==> src/rtl/sum_accum_pkg.sv <==
// Shared types and constants for the sum accumulator block.
// Optional build macro used by this block: SUM_ACCUMULATOR_SATURATE_EN.
package sum_accum_pkg;

    typedef enum logic [0:0] {
        ACCUM = 1'b0,
        HOLD  = 1'b1
    } state_t;

    localparam int IN_W_DEF  = 5;
    localparam int ACC_W_DEF = 9;
    localparam int COUNT_DEF = 16;
    localparam int CNT_W     = 8;

endpackage

==> src/rtl/sum_accumulator_if.sv <==
// Sample input and block-result output handshakes of the sum accumulator.
// master = producer/consumer side (bench or upstream), slave = accumulator.
interface sum_accumulator_if
    import sum_accum_pkg::*;
#(
    parameter int IN_W  = IN_W_DEF,
    parameter int ACC_W = ACC_W_DEF
);
    logic             in_valid;
    logic             in_ready;
    logic [IN_W-1:0]  in_sum;
    logic             flush;
    logic             out_valid;
    logic             out_ready;
    logic [ACC_W-1:0] out_acc;
    logic [CNT_W-1:0] out_cnt;
    logic             out_ovf;

    modport master (
        output in_valid, in_sum, flush, out_ready,
        input  in_ready, out_valid, out_acc, out_cnt, out_ovf
    );

    modport slave (
        input  in_valid, in_sum, flush, out_ready,
        output in_ready, out_valid, out_acc, out_cnt, out_ovf
    );
endinterface

==> src/rtl/sum_accum_addsat.sv <==
// Combinational accumulate step: ACC_W+1-bit add of a zero-extended sample,
// carry-out detection, and (with SUM_ACCUMULATOR_SATURATE_EN) a clamp to the
// all-ones value on overflow. Without the macro the sum wraps.
module sum_accum_addsat
    import sum_accum_pkg::*;
#(
    parameter int IN_W  = IN_W_DEF,
    parameter int ACC_W = ACC_W_DEF
) (
    input  logic [ACC_W-1:0] acc_in,
    input  logic [IN_W-1:0]  sample,
    output logic [ACC_W-1:0] sum_out,
    output logic             carry
);

    logic [ACC_W:0] wide_sum;

    // One extra bit of headroom so the carry out of the top bit is visible.
    always_comb begin
        wide_sum = {1'b0, acc_in} + (ACC_W+1)'(sample);
        carry    = wide_sum[ACC_W];
`ifdef SUM_ACCUMULATOR_SATURATE_EN
        // Once clamped at max, any non-zero sample overflows again, so the
        // value stays pinned for the rest of the block.
        sum_out  = carry ? {ACC_W{1'b1}} : wide_sum[ACC_W-1:0];
`else
        sum_out  = wide_sum[ACC_W-1:0];
`endif
    end

endmodule

==> src/rtl/sum_accumulator.sv <==
// Block accumulator for adder sums: accepts samples over a valid/ready port,
// sums up to COUNT of them (or fewer on flush) and presents the total, sample
// count and sticky overflow flag on a held valid/ready result port.
// Optional build macro: SUM_ACCUMULATOR_SATURATE_EN (clamp instead of wrap).
module sum_accumulator
    import sum_accum_pkg::*;
#(
    parameter int IN_W  = IN_W_DEF,
    parameter int ACC_W = ACC_W_DEF,
    parameter int COUNT = COUNT_DEF
) (
    input  logic               clk,
    input  logic               reset,
    sum_accumulator_if.slave   bus
);

    state_t           state_reg, state_next;
    logic [ACC_W-1:0] acc_reg, acc_next;
    logic [CNT_W-1:0] cnt_reg, cnt_next;
    logic             ovf_reg, ovf_next;
    logic [ACC_W-1:0] out_acc_reg, out_acc_next;
    logic [CNT_W-1:0] out_cnt_reg, out_cnt_next;
    logic             out_ovf_reg, out_ovf_next;

    logic             accept;
    logic [ACC_W-1:0] add_sum;
    logic             add_carry;
    logic [CNT_W-1:0] cnt_inc;
    logic             close_block;

    sum_accum_addsat #(
        .IN_W  (IN_W),
        .ACC_W (ACC_W)
    ) u_addsat (
        .acc_in  (acc_reg),
        .sample  (bus.in_sum),
        .sum_out (add_sum),
        .carry   (add_carry)
    );

    // Handshake outputs are pure decodes of the state register.
    assign bus.in_ready  = (state_reg == ACCUM);
    assign bus.out_valid = (state_reg == HOLD);
    assign bus.out_acc   = out_acc_reg;
    assign bus.out_cnt   = out_cnt_reg;
    assign bus.out_ovf   = out_ovf_reg;

    assign accept      = bus.in_valid && (state_reg == ACCUM);
    assign cnt_inc     = cnt_reg + 1'b1;
    // A flush only closes a block that holds (or is about to hold) a sample.
    assign close_block = (accept && (cnt_inc == CNT_W'(COUNT)))
                       || (bus.flush && ((cnt_reg != '0) || accept));

    // Next-state and datapath updates; every target defaults to holding.
    always_comb begin
        state_next   = state_reg;
        acc_next     = acc_reg;
        cnt_next     = cnt_reg;
        ovf_next     = ovf_reg;
        out_acc_next = out_acc_reg;
        out_cnt_next = out_cnt_reg;
        out_ovf_next = out_ovf_reg;
        case (state_reg)
            ACCUM: begin
                if (accept) begin
                    acc_next = add_sum;
                    cnt_next = cnt_inc;
                    ovf_next = ovf_reg | add_carry;
                end
                if (close_block) begin
                    // Capture post-add values so a coincident sample is included.
                    state_next   = HOLD;
                    out_acc_next = acc_next;
                    out_cnt_next = cnt_next;
                    out_ovf_next = ovf_next;
                end
            end
            HOLD: begin
                if (bus.out_ready) begin
                    state_next = ACCUM;
                    acc_next   = '0;
                    cnt_next   = '0;
                    ovf_next   = 1'b0;
                end
            end
            default: state_next = ACCUM;
        endcase
    end

    // State and datapath registers with synchronous reset.
    always_ff @(posedge clk) begin
        if (reset) begin
            state_reg   <= ACCUM;
            acc_reg     <= '0;
            cnt_reg     <= '0;
            ovf_reg     <= 1'b0;
            out_acc_reg <= '0;
            out_cnt_reg <= '0;
            out_ovf_reg <= 1'b0;
        end else begin
            state_reg   <= state_next;
            acc_reg     <= acc_next;
            cnt_reg     <= cnt_next;
            ovf_reg     <= ovf_next;
            out_acc_reg <= out_acc_next;
            out_cnt_reg <= out_cnt_next;
            out_ovf_reg <= out_ovf_next;
        end
    end

endmodule

==> src/flat_wrapper.sv <==
// flat-port wrapper written by rule: the top's interface ports become plain ports
module sum_accumulator_flat import sum_accum_pkg::*;
#(
    parameter int IN_W  = IN_W_DEF,
    parameter int ACC_W = ACC_W_DEF,
    parameter int COUNT = COUNT_DEF
)
  (clk, reset, bus_in_valid, bus_in_sum, bus_flush, bus_out_ready, bus_in_ready, bus_out_valid, bus_out_acc, bus_out_cnt, bus_out_ovf);
  sum_accumulator_if #(.IN_W(IN_W), .ACC_W(ACC_W)) bus_i ();
  input  logic clk;
  input  logic reset;
  input wire logic [$bits(bus_i.in_valid)-1:0] bus_in_valid;
  input wire logic [$bits(bus_i.in_sum)-1:0] bus_in_sum;
  input wire logic [$bits(bus_i.flush)-1:0] bus_flush;
  input wire logic [$bits(bus_i.out_ready)-1:0] bus_out_ready;
  output wire logic [$bits(bus_i.in_ready)-1:0] bus_in_ready;
  output wire logic [$bits(bus_i.out_valid)-1:0] bus_out_valid;
  output wire logic [$bits(bus_i.out_acc)-1:0] bus_out_acc;
  output wire logic [$bits(bus_i.out_cnt)-1:0] bus_out_cnt;
  output wire logic [$bits(bus_i.out_ovf)-1:0] bus_out_ovf;
  assign bus_i.in_valid = bus_in_valid;
  assign bus_i.in_sum = bus_in_sum;
  assign bus_i.flush = bus_flush;
  assign bus_i.out_ready = bus_out_ready;
  assign bus_in_ready = bus_i.in_ready;
  assign bus_out_valid = bus_i.out_valid;
  assign bus_out_acc = bus_i.out_acc;
  assign bus_out_cnt = bus_i.out_cnt;
  assign bus_out_ovf = bus_i.out_ovf;
  sum_accumulator #(.IN_W(IN_W), .ACC_W(ACC_W), .COUNT(COUNT)) u_core (.clk(clk), .reset(reset), .bus(bus_i));
endmodule
==> config.mk <==
export PLATFORM = sky130hd
export DESIGN_NAME = sum_accumulator_flat
export DESIGN_NICKNAME = d
export VERILOG_FILES = /design/src/rtl/sum_accum_pkg.sv /design/src/rtl/sum_accumulator_if.sv /design/src/rtl/sum_accum_addsat.sv /design/src/rtl/sum_accumulator.sv /design/src/flat_wrapper.sv
export SDC_FILE = /design/constraint.sdc
export NUM_CORES = 1
export LEC_CHECK = 0
export ABC_AREA = 1
export CORE_ASPECT_RATIO = 1.25
export CORE_UTILIZATION = 38
export CTS_CLUSTER_DIAMETER = 30
export DETAILED_ROUTE_END_ITERATION = 8
export PLACE_DENSITY = 0.62
export SLEW_MARGIN = 20
export SYNTH_ARGS = -nofsm -noshare
export SYNTH_HDL_FRONTEND = slang
export SYNTH_SLANG_ARGS = --single-unit
==> constraint.sdc <==
create_clock -name clk -period 2.1 [get_ports clk]
set_clock_uncertainty 0.1 [all_clocks]
set_input_delay 0.315 -clock clk [delete_from_list [all_inputs] [get_ports clk]]
set_output_delay 0.315 -clock clk [all_outputs]
set_load 0.02 [all_outputs]
==> Word level (Yosys, flattened, before mapping) <==
Index checks and enable logic that the tools add are counted.
W data, S select, Z words.
{ "word_totals": {"reg_bits": 37, "input_bits": 10, "output_inout_bits": 20, "elab_cells": 32} }
{ "classes": {"add_sub_neg": 2, "n_eq_ne": 2, "n_mux": 12, "bitwise_logic": 2, "n_reduce_logical": 7} }
{ "ops": {"columns": ["op", "count"], "rows": [
  ["$mux W9", 2],
  ["$pmux W9 S2", 1],
  ["$mux W8", 2],
  ["$pmux W8 S2", 1],
  ["$add A9 B5 Y10", 1],
  ["$add A8 B1 Y8 const B", 1],
  ["$eq A8 B5 Y1 const B", 1],
  ["$reduce_bool A8 Y1", 1],
  ["$mux W1", 4],
  ["$pmux W1 S2", 2],
  ["$logic_and A1 B1 Y1", 3],
  ["$logic_or A1 B1 Y1", 2],
  ["$ne A2 B2 Y1 const B", 1],
  ["$reduce_and A2 Y1", 1],
  ["$not A1 Y1", 1],
  ["$or A1 B1 Y1", 1]
]} }

==> Logic depth before layout (Yosys ltp) <==
Gate-level depths: netlist of run 1.
{ "logic_depth": {"ltp_word": 7, "depth_mapped": 12, "mapped_depth_nobuf": 11} }

==> Hierarchy <==
Synthesis of run 1 repeated with hierarchy kept, for this count alone.
{ "unflattened": {"cells_unflattened": 309, "area_unflattened_um2": 2290.9} }
{ "by_module_without_submodules": {"columns": ["module", "n_inst", "cells_per_inst", "area_per_inst_um2", "seq_area_each_um2"], "rows": [
  ["sum_accumulator", 1, 245, 1933.1, 740.7],
  ["sum_accum_addsat", 1, 64, 357.8, 0.0]
]} }

==> Worst setup path after synthesis of run 1 <==
OpenSTA, ideal clock, no wires.
{ "synth_path": {"path_type": "in2reg", "startpoint": "in bus_in_sum[0]", "endpoint": "reg u_core.acc_reg[4]", "setup_time_ns": 0.071, "arrival_time_ns": 1.615, "required_ns": 1.929, "slack_ns": 0.314, "cell_stages": 10, "path_buffers": 0, "cell_sequence": "ha_1 fa_1 inv_1 nor2_1 nor2_1 nand2_1 nand3_1 o21ai_0 or2_1 a21oi_1"} }
{ "synth_via": {"elab_chain_len": 3} }
{ "synth_lines": {"columns": ["element", "line", "text"], "rows": [
  ["start: declaration", "flat_wrapper.sv:13", "input wire logic [$bits(bus_i.in_sum)-1:0] bus_in_sum;"],
  ["$add A9 B5 Y10", "sum_accum_addsat.sv:20", "wide_sum = {1'b0, acc_in} + (ACC_W+1)'(sample);"],
  ["$mux W9", "sum_accumulator.sv:65", "if (accept) begin"],
  ["$pmux W9 S2", "sum_accumulator.sv:63", "case (state_reg)"],
  ["end signal: assignment", "sum_accumulator.sv:102", "acc_reg <= acc_next;"],
  ["end: declaration", "sum_accumulator.sv:18", "logic [ACC_W-1:0] acc_reg, acc_next;"]
]} }
Every way passes these cells.
A chain may end at the register's enable or synchronous reset.

==> Final worst setup path of run 1 <==
Ends and elaborated chain as after synthesis.

==> impl_metrics.env, run 1 <==
export IMPL_status="complete, no violations"
export IMPL_maxSlewViolCount=0
export IMPL_cp_start_kind="input pin"
export IMPL_vias_per_cell=4.97
export IMPL_hp_class="flop to flop"
export IMPL_r2r_end="u_core.bus.out_acc[3]$_SDFFE_PP0P_"
export IMPL_clock_latency_ns=0.29
export IMPL_grt_pass1_wl_mm=8.46
export IMPL_ant_nets=0
export IMPL_ios=30
export IMPL_wl_mm=4.92
export IMPL_finalNonFillerCells=421
export IMPL_cts_buffers=5
export IMPL_synthToLayoutAreaGrowth_pct=20.9
export IMPL_initialDrtViolationCount=136
export IMPL_min_path_cells=2
export IMPL_dieArea_mm2=0.00612
export IMPL_hold_path_startpoint="u_core.acc_reg[8]$_SDFFE_PP0P_"
export IMPL_antenna_found_initial=0
export IMPL_synth_flop_cell="dfxtp_1"
export IMPL_routabilityCongestion=0.848
export IMPL_intPower_mw=1.35
export IMPL_design_area_mm2=0.00267
export IMPL_cp_required_ns=2.23
export IMPL_path_common_cell="nor2_1"
export IMPL_worst_pin_slew_ns=0.510
export IMPL_crit_buf_inv=2
export IMPL_gr_usage_all_layers_pct=17.4
export IMPL_crit_path_max_incr_delay_ns=0.40
export IMPL_min_to="u_core.acc_reg[8]$_SDFFE_PP0P_"
export IMPL_synthTopCellsByCount="nand2_1 (75), dfxtp_1 (37), nand3_1 (35)"
export IMPL_cts_tree="yes"
export IMPL_crit_arrival_ns=2.03
export IMPL_io_buffer_count=29
export IMPL_crit_cells=11
export IMPL_fp_dieW_um=70.2
export IMPL_dieHeight_um=87.2
export IMPL_worstPathMaxFanout=3
export IMPL_ys_ff_latch=37
export IMPL_drcViolationCount=0
export IMPL_syn_avg_cell_area_um2=6.85
export IMPL_worstSetupEndpointType="flop"
export IMPL_grt_pass1_vias=1774
export IMPL_switching_share_pct=35.8
export IMPL_synth_top_cell_area_share_pct=33.6
export IMPL_synth_top_area_cell="dfxtp_1"
export IMPL_clock_sinks=37
export IMPL_cts_root_buf="clkbuf_8"
export IMPL_cts_resized_gates=0
export IMPL_hold_buffers=0
export IMPL_timing_reg2reg_setup_slack_ns=0.23
export IMPL_reg2reg_depth=11
export IMPL_irDropWorstVdd_mv=0.264
export IMPL_crit_family="adder cells"
export IMPL_cts_max_level=2
export IMPL_clock_path_buffers=2
export IMPL_path_class="input pin to flop"
export IMPL_hold_viol_final=0
export IMPL_setup_viol=0
export IMPL_yosys_warnings=0
export IMPL_core_area_mm2=0.00552
export IMPL_place_area_mm2=0.00258
export IMPL_hpwl_mm=3.54
export IMPL_synth_area_top_cells="dfxtp_1 (34%), nand2_1 (13%), nand3_1 (7.9%)"
export IMPL_place_inst=413
export IMPL_dr_total_vias=2091
export IMPL_ys_types=34
export IMPL_grt_max_degree=31
export IMPL_synth_most_common_cell="nand2_1"
export IMPL_syn_instance_count=322
export IMPL_final_nets=374
export IMPL_slew_headroom_pct=65.8
export IMPL_critPathLaunch="bus_in_sum[0]"
export IMPL_finalCriticalPeriod_ns=1.91
export IMPL_start_util_pct=40.0
export IMPL_dr_pass1_iters=4
export IMPL_async_reset_ff_share_pct=0
export IMPL_crit_chain="clkdlybuf4s50_1 -> ha_1 -> fa_2 -> inv_1 -> nor2_1 -> nor2_1 -> nand2_1 -> nand3_1 -> o21ai_0 -> or2_1 -> a21oi_1"
export IMPL_hold_ws_ns=0.372
export IMPL_drive_gt1_share_pct=13.7
export IMPL_route_detailed_wl_per_inst_um=11.7
export IMPL_tns_ns=0
export IMPL_grt_overflow=0
export IMPL_seqPwrFrac_pct=40.4
export IMPL_finalPower_mw=2.11
export IMPL_synth_edf_count=0
export IMPL_powerDensity_mw_per_mm2=790
export IMPL_combPwrFrac_pct=36.4
export IMPL_clkTransAtPathRegs_ns=0.08
export IMPL_postCtsSetupBuffers=0
export IMPL_row_count=30
export IMPL_switchingPower_uw=755
export IMPL_ys_seq_area_share_pct=33.6
export IMPL_maxCapViolCount=0
export IMPL_p_clk_share_pct=23.3
export IMPL_synth_nets=340
export IMPL_diodes=0
export IMPL_synth_area_mm2=0.00221
export IMPL_timing_rr_start="u_core.cnt_reg[0]$_SDFFE_PP0P_"
export IMPL_cp_slowest_cell="clkdlybuf4s50_1"
export IMPL_period_share_pct=90.9
export IMPL_rsz0062_at_grt="false"
export IMPL_timing_fmax_ghz=0.524
export IMPL_power_leakage_nw=1.14
-- layout by cell type, fill, tap and decap left out, types with 2 or more instances in the layout --
cell type,Yosys,layout
clkdlybuf4s50_1,0,29
a21oi_1,22,22
dfxtp_1,37,37
clkbuf_8,0,5
nand2_1,75,75
nor2_1,33,33
o21a_1,3,3
o22ai_1,7,7
o21ai_1,5,5
nand2_2,4,4
or2_1,4,4
xor2_1,3,3
inv_2,3,3
buf_4,4,13
o21ai_0,5,5
nand3_2,2,2
ha_1,7,7
a21oi_2,10,10
inv_1,32,32
nor2_2,6,6
nand3_1,35,35
nand4_1,4,4
clkinv_2,0,2
-- power by group through the flow --
stage | Combinational [mW] | Clock, mW | Sequential, mW
2_1_floorplan | 0.473 | 0 | 0.924
3_3_place_gp | 0.762 | 0 | 0.864
3_5_place_dp | 0.764 | 0 | 0.867
4_1_cts | 0.768 | 0.509 | 0.851
5_1_grt | 0.856 | 0.545 | 0.864
6_report | 0.766 | 0.491 | 0.850
-- kinds of logic after synthesis --
kind of cell	share of synthesized area, %
adder cells (fa/ha/maj)	4.88
AO/OA/AOI/OAI	15.6
buffers and inverters	11.4
flip-flops	33.6
XOR/XNOR	1.19
AND/OR/NAND/NOR	33.4
-- final cells by class --
type	instances	area, um^2
repair buffers	43	408
flip-flops and latches	37	741
clock buffers	5	68.8
clock inverters	3	17.5
well taps	64	80.1
multi-input cells	233	1220
fillers	569	2850
inverters	36	135
-- routing by layer --
metal	vias up	GRT usage (%)	routed length, um
met2	57	25.8	2200
met1	921	25.4	2430
met4	0	6.91	73
met3	5	2.43	217
li1	1108	-	-
met5	-	0	0
-- worst max path at each step --
stage | to | slack (ns)
2_1_floorplan | u_core.acc_reg[4]$_SDFFE_PP0P_ | 0.31
3_3_place_gp | u_core.acc_reg[4]$_SDFFE_PP0P_ | -0.15
3_5_place_dp | u_core.acc_reg[4]$_SDFFE_PP0P_ | -0.17
4_1_cts | u_core.acc_reg[4]$_SDFFE_PP0P_ | 0.12
5_1_grt | u_core.acc_reg[4]$_SDFFE_PP0P_ | 0.02
6_report | u_core.acc_reg[4]$_SDFFE_PP0P_ | 0.19
-- worst reg2reg max path: cells and delay by family (launching register included) --
family	cells	cell delay (ns)
and+or+nand+nor	8	0.78
DFF	1	0.40
adders and majority gates	1	0.21
buffers and inverters	1	0.18
AOI/OAI and AO/OA	1	0.10
-- stage by stage --
stage	utilization (%)	setup WS (ns)
global placement	46.7	-0.150
floorplan	-	0.314
finish	48.3	0.190
CTS	48.3	0.122
detailed placement	46.7	-0.167
global route	48.3	0.0174
(Power assumes the default switching activity.)
==> run 2, diff against run 1 <==
--- a/config.mk
+++ b/config.mk
@@ -12,3 +12,5 @@
 export DETAILED_ROUTE_END_ITERATION = 8
+export GPL_TIMING_DRIVEN = 0
 export PLACE_DENSITY = 0.62
+export SETUP_SLACK_MARGIN = 0.2
 export SLEW_MARGIN = 20
--- a/constraint.sdc
+++ b/constraint.sdc
@@ -4,2 +4,2 @@
 set_output_delay 0.315 -clock clk [all_outputs]
-set_load 0.02 [all_outputs]
+set_load 0.05 [all_outputs]
==> impl_metrics.env, run 2 (same netlist as run 1, synthesis figures left out) <==
export IMPL_status="complete, no violations"
export IMPL_cts_max_level=2
export IMPL_diodes=0
export IMPL_irDropWorstVdd_mv=0.253
export IMPL_timing_reg2reg_setup_slack_ns=0.32
export IMPL_cts_tree="yes"
export IMPL_ant_nets=0
export IMPL_routabilityCongestion=0.841
export IMPL_ios=30
export IMPL_grt_overflow=0
export IMPL_slew_headroom_pct=63.0
export IMPL_hold_buffers=0
export IMPL_num_fill_cells=576
export IMPL_drive_gt1_share_pct=18.7
export IMPL_core_area_mm2=0.00552
export IMPL_reg2reg_depth=10
export IMPL_final_nets=380
export IMPL_cp_slowest_cell="clkdlybuf4s50_1"
export IMPL_fp_dieW_um=70.2
export IMPL_dr_pass1_iters=4
export IMPL_multi_input_area_mm2=0.00131
export IMPL_place_inst=415
export IMPL_crit_path_max_incr_delay_ns=0.81
export IMPL_hold_viol_final=0
export IMPL_finalNonFillerCells=427
export IMPL_vias_per_cell=4.95
export IMPL_start_util_pct=40.0
export IMPL_antenna_found_initial=0
export IMPL_row_count=30
export IMPL_finalPower_mw=2.29
export IMPL_synthToLayoutAreaGrowth_pct=27.9
export IMPL_setup_viol=0
export IMPL_clock_sinks=37
export IMPL_clock_path_buffers=2
export IMPL_worstPathMaxFanout=2
export IMPL_crit_arrival_ns=1.45
export IMPL_crit_family="buffers and inverters"
export IMPL_cts_buffers=5
export IMPL_powerDensity_mw_per_mm2=812
export IMPL_crit_buf_inv=1
export IMPL_grt_max_degree=12
export IMPL_worst_pin_slew_ns=0.556
export IMPL_maxSlewViolCount=0
export IMPL_worstSetupEndpointType="output port"
export IMPL_period_share_pct=88.7
export IMPL_initialDrtViolationCount=97
export IMPL_final_cell_mix="nand2_1 (75), nand3_1 (33), dfxtp_1 (33)"
export IMPL_clock_latency_ns=0.29
export IMPL_gr_usage_all_layers_pct=18.5
export IMPL_cp_start_kind="flop"
export IMPL_seq_area_um2=748
export IMPL_hpwl_mm=3.88
export IMPL_timing_rr_start="u_core.acc_reg[0]$_SDFFE_PP0P_"
export IMPL_crit_chain="clkdlybuf4s50_1"
export IMPL_route_detailed_wl_per_inst_um=12.2
export IMPL_dr_total_vias=2115
export IMPL_maxCapViolCount=0
export IMPL_drcViolationCount=0
export IMPL_dieArea_mm2=0.00612
export IMPL_clkTransAtPathRegs_ns=0.08
export IMPL_cp_required_ns=1.68
export IMPL_r2r_end="u_core.acc_reg[4]$_SDFFE_PP0P_"
export IMPL_min_to="u_core.acc_reg[8]$_SDFFE_PP0P_"
export IMPL_io_buffer_count=29
export IMPL_hold_path_startpoint="u_core.acc_reg[8]$_SDFFE_PP0P_"
export IMPL_path_class="flop to output port"
export IMPL_min_path_cells=2
export IMPL_rsz0062_at_grt="false"
export IMPL_finalCriticalPeriod_ns=1.86
export IMPL_hp_class="flop to flop"
export IMPL_layout_commonest_cell="nand2_1"
export IMPL_grt_pass1_wl_mm=8.93
export IMPL_power_leakage_nw=1.26
export IMPL_timing_fmax_ghz=0.537
export IMPL_cts_root_buf="clkbuf_8"
export IMPL_dieHeight_um=87.2
export IMPL_wl_mm=5.20
export IMPL_grt_pass1_vias=1938
-- run 2: repair_timing --
item,CTS,global route
endpoints found under the setup margin,8,31
buffers inserted,0,3
resized for setup,13,28
cloned,0,1
pin swaps,3,5
-- run 2: cell type report --
cell class                      count  share of cell area, %
Multi-Input combinational cell    233                   46.4
Buffer                             16                   4.57
Clock inverter                      2                  0.355
Clock buffer                        6                   2.57
Sequential cell                    37                   26.5
Tap cell                           64                   2.84
Timing Repair Buffer               33                   12.0
Inverter                           36                   4.79
-- run 2: stage by stage --
step | utilization, % | TNS, ns | hold slack, ns | worst slack (ns) | instance area, um^2
CTS | 48.5 | 0 | 0.373 | 0.165 | 2680
detailed placement | 46.7 | -1.80 | 0.363 | -0.296 | 2580
finish | 51.2 | 0 | 0.372 | 0.237 | 2820
floorplan | - | 0 | 0.345 | 0.314 | 2210
global placement | 46.7 | -1.76 | 0.354 | -0.286 | 2580
global route | 51.2 | 0 | 0.400 | 0.201 | 2820
-- run 2: worst max-delay path by stage --
stage                                          end  slack (ns)                          startpoint  cells past startpoint
floorplan           u_core.acc_reg[4]$_SDFFE_PP0P_        0.31                       bus_in_sum[0]                     10
global placement    u_core.acc_reg[4]$_SDFFE_PP0P_       -0.29                       bus_in_sum[0]                     11
detailed placement  u_core.acc_reg[4]$_SDFFE_PP0P_       -0.30                       bus_in_sum[0]                     11
CTS                                   bus_in_ready        0.17     u_core.bus.out_valid$_SDFF_PP0_                      5
global route                        bus_out_acc[6]        0.20  u_core.bus.out_acc[6]$_SDFFE_PP0P_                      1
finish                              bus_out_acc[6]        0.24  u_core.bus.out_acc[6]$_SDFFE_PP0P_                      1
-- run 2: worst register-to-register path: stages (launching register included) --
cell,delay [ns]
dfxtp_2,0.34
ha_4,0.17
fa_2,0.36
inv_1,0.06
nor2_1,0.05
nor2_1,0.08
nand2_1,0.05
nand3_1,0.09
o21ai_2,0.08
or2_1,0.21
a21oi_1,0.13
-- run 2: where the power goes --
part	internal (mW)	switching [mW]	leakage (nW)	total, mW
sequential	0.791	0.0649	0.306	0.855
combinational	0.372	0.578	0.914	0.951
clock	0.230	0.257	0.0450	0.487
total	1.39	0.900	1.26	2.29
-- run 2: metal layers --
| layer | track usage (%) | wire length, um |
|---|---|---|
| met1 | 23.1 | 2510 |
| met2 | 31.6 | 2450 |
| met3 | 3.70 | 168 |
| met4 | 6.36 | 72 |
| met5 | 0 | 0 |
==> run 3, diff against run 2 <==
- SLEW_MARGIN: 20 -> 25
==> results of run 3 <==
The final DEF is identical to that of run 2; final timing and power are the same.
